==> src/rtl/game_flow_ctrl.sv <==
`default_nettype none
// ============================================================================
//  Module   : game_flow_ctrl
//  Purpose  : Top-level game flow controller. Runs the screen state machine
//             (START / PLAY / PAUSE / OVER), the start-screen level selector
//             with its on-screen indicator boxes, and picks the registered
//             final pixel colour for the VGA path.
//  Config   : GAME_PAUSE_EN - when defined, compiles in the PAUSE state,
//             the dimmed playfield colour and the 'paused' output. When
//             undefined, select is ignored in PLAY and 'paused' is 0.
//  Ports    : clk, reset (sync, active-high)
//             select_db/down_db/up_db - debounced single-cycle button pulses
//             game_over               - playfield overflow level
//             frame_tick              - one pulse per video frame
//             x, y                    - current pixel coordinates
//             colour_start/play/over  - renderer colours (RGB 4:4:4)
//             colour_out              - registered final pixel colour
//             level                   - selected level, 0-based
//             start_en/play_en/over_en- renderer enables
//             paused                  - high in PAUSE
//  Revision : 1.0 - initial release
// ============================================================================
module game_flow_ctrl #(
   parameter int NUM_LEVELS = 3,
   parameter int LEVEL_W    = 3,
   parameter int BOX_X0     = 223,
   parameter int BOX_Y0     = 273,
   parameter int BOX_SIZE   = 8,
   parameter int BOX_PITCH  = 16,
   parameter int OVER_TICKS = 600
) (
   input  logic               clk,
   input  logic               reset,
   input  logic               select_db,
   input  logic               down_db,
   input  logic               up_db,
   input  logic               game_over,
   input  logic               frame_tick,
   input  logic [9:0]         x,
   input  logic [9:0]         y,
   input  logic [11:0]        colour_start,
   input  logic [11:0]        colour_play,
   input  logic [11:0]        colour_over,
   output logic [11:0]        colour_out,
   output logic [LEVEL_W-1:0] level,
   output logic               start_en,
   output logic               play_en,
   output logic               over_en,
   output logic               paused
);

`ifdef GAME_PAUSE_EN
   typedef enum logic [1:0] {
      ST_START = 2'd0,
      ST_PLAY  = 2'd1,
      ST_PAUSE = 2'd2,
      ST_OVER  = 2'd3
   } state_t;
`else
   typedef enum logic [1:0] {
      ST_START = 2'd0,
      ST_PLAY  = 2'd1,
      ST_OVER  = 2'd3
   } state_t;
`endif

   localparam logic [LEVEL_W-1:0] LVL_MAX   = LEVEL_W'(NUM_LEVELS - 1);
   // Only meaningful when OVER_TICKS != 0; the auto-return term is gated.
   localparam logic [15:0]        OVER_LAST = 16'(OVER_TICKS - 1);
   localparam logic [10:0]        BOX_Y_LO  = 11'(BOX_Y0);
   localparam logic [10:0]        BOX_Y_HI  = 11'(BOX_Y0 + BOX_SIZE - 1);

   state_t               state_q, state_d;
   logic [LEVEL_W-1:0]   level_q, level_d;
   logic [15:0]          timer_q, timer_d;
   logic [11:0]          colour_out_q, colour_out_d;

   logic                 auto_ret;
   logic                 box_hit;
   logic                 box_sel;
   logic [10:0]          x_ext;
   logic [10:0]          y_ext;

   // Left edge of indicator box i, widened so large parameters cannot wrap.
   function automatic logic [10:0] box_left(input int i);
      return 11'(BOX_X0 + i * BOX_PITCH);
   endfunction

   assign x_ext = {1'b0, x};
   assign y_ext = {1'b0, y};

   assign auto_ret = (OVER_TICKS != 0) && frame_tick && (timer_q == OVER_LAST);

   // ------------------------------------------------------------------
   // Next state, level selector and over timer
   // ------------------------------------------------------------------
   always_comb begin
      state_d = state_q;
      level_d = level_q;
      timer_d = '0;

      case (state_q)
         ST_START: begin
            if (select_db) begin
               state_d = ST_PLAY;
            end
            if (down_db && !up_db) begin
               level_d = (level_q == LVL_MAX) ? '0 : level_q + 1'b1;
            end else if (up_db && !down_db) begin
               level_d = (level_q == '0) ? LVL_MAX : level_q - 1'b1;
            end
         end
         ST_PLAY: begin
            // game_over wins over a simultaneous select
            if (game_over) begin
               state_d = ST_OVER;
`ifdef GAME_PAUSE_EN
            end else if (select_db) begin
               state_d = ST_PAUSE;
`endif
            end
         end
`ifdef GAME_PAUSE_EN
         ST_PAUSE: begin
            if (select_db) begin
               state_d = ST_PLAY;
            end
         end
`endif
         ST_OVER: begin
            // Timer is zero outside OVER, so every entry starts from 0.
            timer_d = frame_tick ? timer_q + 16'd1 : timer_q;
            if (select_db || auto_ret) begin
               state_d = ST_START;
            end
         end
         default: begin
            state_d = ST_START;
         end
      endcase
   end

   // ------------------------------------------------------------------
   // Indicator box hit test (only used in START)
   // ------------------------------------------------------------------
   always_comb begin
      box_hit = 1'b0;
      box_sel = 1'b0;
      if ((y_ext >= BOX_Y_LO) && (y_ext <= BOX_Y_HI)) begin
         for (int i = 0; i < NUM_LEVELS; i++) begin
            if ((x_ext >= box_left(i)) &&
                (x_ext <= box_left(i) + 11'(BOX_SIZE - 1))) begin
               box_hit = 1'b1;
               if (level_q == LEVEL_W'(i)) begin
                  box_sel = 1'b1;
               end
            end
         end
      end
   end

   // ------------------------------------------------------------------
   // Colour select, using the current state and level
   // ------------------------------------------------------------------
   always_comb begin
      colour_out_d = 12'h000;
      case (state_q)
         ST_START: begin
            if (box_hit) begin
               colour_out_d = box_sel ? 12'hFFF : 12'h000;
            end else begin
               colour_out_d = colour_start;
            end
         end
         ST_PLAY: begin
            colour_out_d = colour_play;
         end
`ifdef GAME_PAUSE_EN
         ST_PAUSE: begin
            // Halve each 4-bit channel to dim the frozen playfield
            colour_out_d = {1'b0, colour_play[11:9],
                            1'b0, colour_play[7:5],
                            1'b0, colour_play[3:1]};
         end
`endif
         ST_OVER: begin
            colour_out_d = colour_over;
         end
         default: begin
            colour_out_d = 12'h000;
         end
      endcase
   end

   // ------------------------------------------------------------------
   // Registers
   // ------------------------------------------------------------------
   always_ff @(posedge clk) begin
      if (reset) begin
         state_q      <= ST_START;
         level_q      <= '0;
         timer_q      <= '0;
         colour_out_q <= 12'h000;
      end else begin
         state_q      <= state_d;
         level_q      <= level_d;
         timer_q      <= timer_d;
         colour_out_q <= colour_out_d;
      end
   end

   assign colour_out = colour_out_q;
   assign level      = level_q;
   assign start_en   = (state_q == ST_START);
   assign play_en    = (state_q == ST_PLAY);
   assign over_en    = (state_q == ST_OVER);
`ifdef GAME_PAUSE_EN
   assign paused     = (state_q == ST_PAUSE);
`else
   assign paused     = 1'b0;
`endif

endmodule
`default_nettype wire

==> config.mk <==
export PLATFORM = sky130hd
export DESIGN_NAME = game_flow_ctrl
export DESIGN_NICKNAME = d
export VERILOG_FILES = /design/src/rtl/game_flow_ctrl.sv
export SDC_FILE = /design/constraint.sdc
export NUM_CORES = 1
export LEC_CHECK = 0
export ABC_AREA = 1
export CAP_MARGIN = 25
export CORE_MARGIN = 4
export CORE_UTILIZATION = 45
export DETAILED_ROUTE_END_ITERATION = 6
export GPL_ROUTABILITY_DRIVEN = 0
export GPL_TIMING_DRIVEN = 0
export PLACE_DENSITY_LB_ADDON = 0.2
export SYNTH_ARGS = -nofsm -noshare
export SYNTH_HDL_FRONTEND = slang
export SYNTH_SLANG_ARGS = --single-unit
export TNS_END_PERCENT = 1
==> constraint.sdc <==
create_clock -name clk -period 1.9 [get_ports clk]
set_clock_uncertainty 0.1 [all_clocks]
set_input_delay 0.285 -clock clk [delete_from_list [all_inputs] [get_ports clk]]
set_output_delay 0.285 -clock clk [all_outputs]
set_load 0.05 [all_outputs]
==> results of run 1 <==
==> report_power, final <==
part | total (mW) | switching (mW) | internal (mW) | leakage [nW]
Sequential | 0.743 | 0.0184 | 0.724 | 0.270
Clock | 0.691 | 0.263 | 0.428 | 0.0585
Combinational | 0.564 | 0.306 | 0.258 | 1.17
Total | 2.00 | 0.587 | 1.41 | 1.50
==> sequential cells by signal (all words and copies together), names as in the netlist <==
signal      count
colour_out     12
level           3
state_q         2
timer_q        16
==> cell families (layout without fill, tap and decap cells) <==
group	after synthesis	count (layout)	share of synthesized area [%]
other cells	1	1	0.166
fa+ha+maj	7	7	3.88
flops	33	33	29.2
buf+inv	81	168	15.7
compound gates	52	52	16.1
xor+xnor	4	4	1.55
simple gates	147	147	33.4
==> cell type report <==
class | count | area (um^2)
flip-flops and latches | 33 | 663
clock buffers | 7 | 86.3
inverters | 71 | 267
repair buffers | 79 | 793
fillers | 432 | 1510
well taps | 67 | 83.8
plain buffers | 10 | 92.6
clock inverters | 1 | 30.0
multi-input cells | 211 | 1260
==> worst min-delay path by stage <==
stage,depth (start not counted),end,from
after CTS,2,level[0],reset
after floorplan,2,state_q[1],game_over
final,2,state_q[1],reset
after global placement,2,timer_q[15],timer_q[15]
after detailed placement,2,timer_q[15],timer_q[15]
after global routing,2,state_q[1],reset
==> metal layers <==
layer / vias to the layer above / part of all wire (%)
met4: 0 / 0.82
met2: 62 / 49
met1: 1026 / 42
li1: 1198 / -
met5: - / 0
met3: 4 / 7.9
==> per-stage QoR <==
stage | worst slack (ps) | area, um^2 | total power, mW | setup TNS, ps
after floorplan | 14.0 | 2260 | 1.08 | 0
after detailed placement | -333 | 3140 | 1.32 | -2390
after global routing | 0.416 | 3280 | 2.08 | 0
after global placement | -297 | 3140 | 1.31 | -2000
final | 96.5 | 3280 | 2.00 | 0
after CTS | 4.17 | 3250 | 2.02 | 0
==> timing repair <==
| item | in CTS | in global routing |
|---|---|---|
| endpoints found under the hold margin | 0 | 0 |
| endpoints found under the setup margin | 4 | 12 |
| gates resized for setup | 17 | 9 |
==> cell usage in the layout (no fill, tap or decap), types with 2 or more instances in the layout <==
master,n
clkbuf_1,2
nand3_1,16
inv_1,68
nor2_4,5
or2_0,2
nand3_2,12
nand2_1,60
dfxtp_2,2
a21oi_2,12
buf_4,3
nand2_2,5
nor2_2,4
inv_2,3
nand4_1,5
clkdlybuf4s50_1,72
clkbuf_8,8
clkbuf_4,2
dlymetal6s2s_1,3
ha_1,7
o21ai_0,6
nor4_1,2
a22o_1,11
xor2_1,4
buf_6,3
nor3_1,7
a21oi_1,16
dfxtp_1,31
nor2_1,23
==> results.md, run 1 <==
- Outcome: finished, final reports clean
- DRT antenna net count: 0
- Critical path capture point type: output pin
- GR Util met2: 35.0%
- Vias in the first global route: 2303
- IO Count: 82
- Avg WL per Cell: 11.7 um
- Count leader, synth: inv_1
- GR Util met3: 5.67%
- Worst setup SP type: register
- Critical Path Start: colour_out[2]
- Syn_nets: 395
- WHS: 114 ps
- Syn. warnings: 0
- First-pass GRT wire length: 9650 um
- Initial antenna violation count: 0
- Critical-path top delay cell: clkdlybuf4s50_1
- Pleak: 1.50 nW
- Worst r2r dst: timer_q[14]
- Largest delay share family, worst path: buffers and inverters
- Crit Path Category: register to output pin
- CP required: 1510 ps
- DIE AREA: 6220 um^2
- Vias per inst: 4.78
- Inst Count DP: 471
- Core Area: 4790 um^2
- Worst-Margin Slew: 525 ps
- Ant diodes: 0
- GR Overflow Total: 0
- Top Usage Layer GRT: met2
- Layout cell share with drive strength beyond 1: 16.0%
- Initial DRT Pass Iterations: 4
- CTS tree: yes
- DIE HEIGHT: 78.9 um
- Worst path buffer plus inverter count: 1
- Largest cells by area after synthesis: dfxtp_1, inv_1, nand2_1
- Commonest cells post-synth: inv_1, nand2_1, dfxtp_1
- Post-Synthesis Cell Area: 2260 um^2
- Clk Latency, worst-skew pair: 290 ps
- Crit-path cells: clkdlybuf4s50_1
- DR DRC count: 0
- H-Tree Level Count: 2
- Asr flop ratio synth: 0%
- RSZ-0062 raised after global routing: no
- Setup Fix Bufs, Post-CTS: 0
- Reg-to-reg setup timing slack: 220 ps
- Crit path depth: 1
- Cts bufs inserted: 5
- DR iter-0 viols: 89
- All-Layer GR Usage: 19.2%
- Max IR drop VDD: 0.000366 V
- Via count: 2290
- Fin nets: 481
- Fmax: 554 MHz
- # port buffers: 79
- Largest area contributor in the netlist: dfxtp_1
- Syn-to-layout area delta: 45.1%
- Worst r2r src: timer_q[0]
- HPWL Detailed: 4480 um
- Hold Crit Class: primary input to register
- M1 GR Usage: 21.7%
- # hold bufs at CTS: 0
- Yosys reg bits: 33
- Final setup fails: 0
- Row count: 25
- Final core utilization: 68.5%
- Clock sink total: 33
- Pin count of the biggest net entering global routing: 11
- Total wire length: 5620 um
- Worst slew margin: 64.9%
- Gate Count Post-Synth: 325
- Final Slew Violations: 0
- Sequential-to-total area share from yosys stat: 29.2%
- CP arrival: 1420 ps
- Post-Layout Cell Count: 479
- Final Hold Fails: 0
- FF-to-FF path depth: 8
- Crit-path max FO: 1
- Post-route minimum period: 1800 ps
- Clk slew on worst S/H paths: 70 ps
- Pwr dens: 609 nW/um^2
- Largest stage delay on the critical path: 820 ps
- Initial core utilization: 47.2%
- Root Driver: clkbuf_8
- Max-cap violations: 0
- Fin crit share: 94.9%
- Worst setup path endpoint: colour_out[2]
- Synth Flop Type: dfxtp_1
- Post-synth EDFFs: 0
- Distinct cells, synth: 38
- Die width: 78.9 um
- Synth top area share: 29.2%
- Syn_area_per_cell: 6.95 um^2
- Max Root-Sink Buffers: 2
(Power assumes the default switching activity.)
==> inputs of run 2 (changes only) <==
--- a/config.mk
+++ b/config.mk
@@ -6,13 +6,14 @@
 export NUM_CORES = 1
 export LEC_CHECK = 0
 export ABC_AREA = 1
-export CAP_MARGIN = 25
+export CAP_MARGIN = 10
 export CORE_MARGIN = 4
 export CORE_UTILIZATION = 45
 export DETAILED_ROUTE_END_ITERATION = 6
 export GPL_ROUTABILITY_DRIVEN = 0
 export GPL_TIMING_DRIVEN = 0
 export PLACE_DENSITY_LB_ADDON = 0.2
+export REMOVE_ABC_BUFFERS = 1
 export SYNTH_ARGS = -nofsm -noshare
 export SYNTH_HDL_FRONTEND = slang
 export SYNTH_SLANG_ARGS = --single-unit
==> run 2 against run 1 <==
Flip-flop and latch count unchanged. Critical path depth up 9. Non-clock buffer count down 3. Largest power group unchanged.
==> results.md, run 2 (same netlist as run 1, synthesis figures left out) <==
- Crit-path max FO: 6 (+5)
- Finished Cell Area: 3300 um^2 (+0.69%)
- Total wire length: 5720 um (+1.9%)
- Final Slew Violations: 0 (unchanged)
- DR iter-0 viols: 56 (-37%)
- Final setup fails: 0 (unchanged)
- Clk Latency, worst-skew pair: 280 ps (about the same)
- Avg WL per Cell: 12.0 um (+2.3%)
- All-Layer GR Usage: 18.5% (-0.65 points)
- Post-DP Area: 3060 um^2 (-2.5%)
- Max Root-Sink Buffers: 2 (unchanged)
- DR DRC count: 0 (unchanged)
- # port buffers: 80 (+1.3%)
- Worst-Margin Slew: 873 ps (+348 ps)
- Footprint of the multi-input gates: 1320 um^2 (+4.6%)
- Die width: 78.9 um (unchanged)
- Core Area: 4790 um^2 (unchanged)
- CP required: 1930 ps (+420 ps)
- Fmax: 541 MHz (-2.4%)
- Largest Register: timer_q
- Syn-to-layout area delta: 46.1%
- Hold Crit Class: primary input to register
- Reg area: 661 um^2 (-0.38%)
- HPWL Detailed: 4240 um (-5.2%)
- DRT antenna net count: 0 (unchanged)
- IO Count: 82 (unchanged)
- Pin count of the biggest net entering global routing: 18 (+7)
- Initial core utilization: 47.2% (unchanged)
- RSZ-0062 raised after global routing: yes
- CTS tree: yes
- Ant diodes: 0 (unchanged)
- # hold bufs at CTS: 0 (unchanged)
- WHS: 342 ps (+228 ps)
- Max-cap violations: 0 (unchanged)
- Most frequent standard cell in the layout excluding fill and tap cells: clkdlybuf4s50_1
- Critical path capture point type: register
- Outcome: finished, final reports clean
- Layout cell share with drive strength beyond 1: 16.3% (+0.32 points)
- Fillers: 414 (-4.2%)
- Worst setup SP type: primary input
- CP arrival: 1880 ps (+460 ps)
- Vias in the first global route: 2223 (-3.5%)
- H-Tree Level Count: 2 (unchanged)
- Initial antenna violation count: 0 (unchanged)
- Max IR drop VDD: 0.000396 V (+8.1%)
- Most frequent cells in the layout: clkdlybuf4s50_1, inv_1, nand2_1
- Vias per inst: 4.82 (+0.77%)
- Worst slew margin: 41.8% (-23 points)
- Root Driver: clkbuf_8
- Clk slew on worst S/H paths: 70 ps (about the same)
- DIE HEIGHT: 78.9 um (unchanged)
- First-pass GRT wire length: 9380 um (-2.8%)
- Post-route minimum period: 1850 ps (+43.7 ps)
- Initial DRT Pass Iterations: 4 (unchanged)
- Fin nets: 479 (-0.42%)
- Pwr dens: 605 nW/um^2 (-0.65%)
- Clock sink total: 33 (unchanged)
- Crit Path Category: primary input to register
- Cts bufs inserted: 5 (unchanged)
- Max FFs per register: 16 (unchanged)
- DIE AREA: 6220 um^2 (unchanged)
- Fin crit share: 97.2% (+2.3 points)
- GR Overflow Total: 0 (unchanged)
- Row count: 25 (unchanged)
- Final Hold Fails: 0 (unchanged)
- Via count: 2298 (+0.35%)
- Pleak: 1.49 nW (-0.46%)
run 2: final timing paths:
check             cells past startpoint  slack, ps        start       endpoint
setup / recovery                     10         50         x[2]  colour_out[1]
hold / removal                        2        340   frame_tick     timer_q[0]
setup reg to reg                     10        160     level[0]  colour_out[1]
hold reg to reg                       2        390  timer_q[15]    timer_q[15]
run 2: where the power goes:
| part | internal, mW | leakage [nW] | switching [mW] |
|---|---|---|---|
| registers | 0.724 | 0.270 | 0.0198 |
| logic | 0.262 | 1.16 | 0.315 |
| clock network | 0.427 | 0.0585 | 0.251 |
run 2: routing by layer:
layer	part of all wire (%)	global-route usage [%]	vias up	wire (um)
met4	2.0	6.36	0	114
met5	0	0	-	0
met3	7.6	5.78	12	434
met2	49	33.0	69	2780
met1	42	20.8	1022	2390
li1	-	-	1195	-
run 2: metrics by stage:
| stage | utilization [%] | total power [mW] | instances | worst slack (ps) | TNS [ps] |
|---|---|---|---|---|---|
| 2_1_floorplan | - | 1.06 | 315 | -160 | -1590 |
| 3_3_place_gp | 63.9 | 1.30 | 462 | -587 | -8910 |
| 3_5_place_dp | 63.9 | 1.31 | 462 | -608 | -9630 |
| 4_1_cts | 66.7 | 1.99 | 470 | -36.9 | -36.9 |
| 5_1_grt | 69.0 | 2.10 | 477 | -110 | -732 |
| 6_report | 69.0 | 2.00 | 477 | 52.8 | 0 |
run 2: timing repair:
| item | in CTS | in global routing |
|---|---|---|
| setup endpoints to repair | 18 | 21 |
| resized for setup | 15 | 23 |
| pin swaps | 1 | 5 |
| buffers inserted | 0 | 6 |
| hold endpoints to repair | 0 | 0 |
| cloned | 0 | 1 |
run 2: area by class of cell:
class                      instances  area share (%)
clock inverter                     1           0.910
timing repair buffer              86            25.7
clock buffer                       7            2.62
tap                               67            2.54
multi-input combinational        212            40.0
sequential                        33            20.0
inverter                          71            8.19
run 2: critical path: stages:
cell and delay (ps):
clkdlybuf4s50_1 510, nand2_2 90, inv_2 70, nand2_1 70, a21oi_2 210, nand3_4 130, a21oi_4 230, nand2_4 130
nand3_1 100, a21oi_1 60
==> inputs of run 3 (changes only) <==
--- a/config.mk
+++ b/config.mk
@@ -6,7 +6,6 @@
 export NUM_CORES = 1
 export LEC_CHECK = 0
 export ABC_AREA = 1
-export CAP_MARGIN = 10
 export CORE_MARGIN = 4
 export CORE_UTILIZATION = 45
 export DETAILED_ROUTE_END_ITERATION = 6
==> results of run 3 <==
The final DEF is identical to that of run 2; final timing and power are the same.
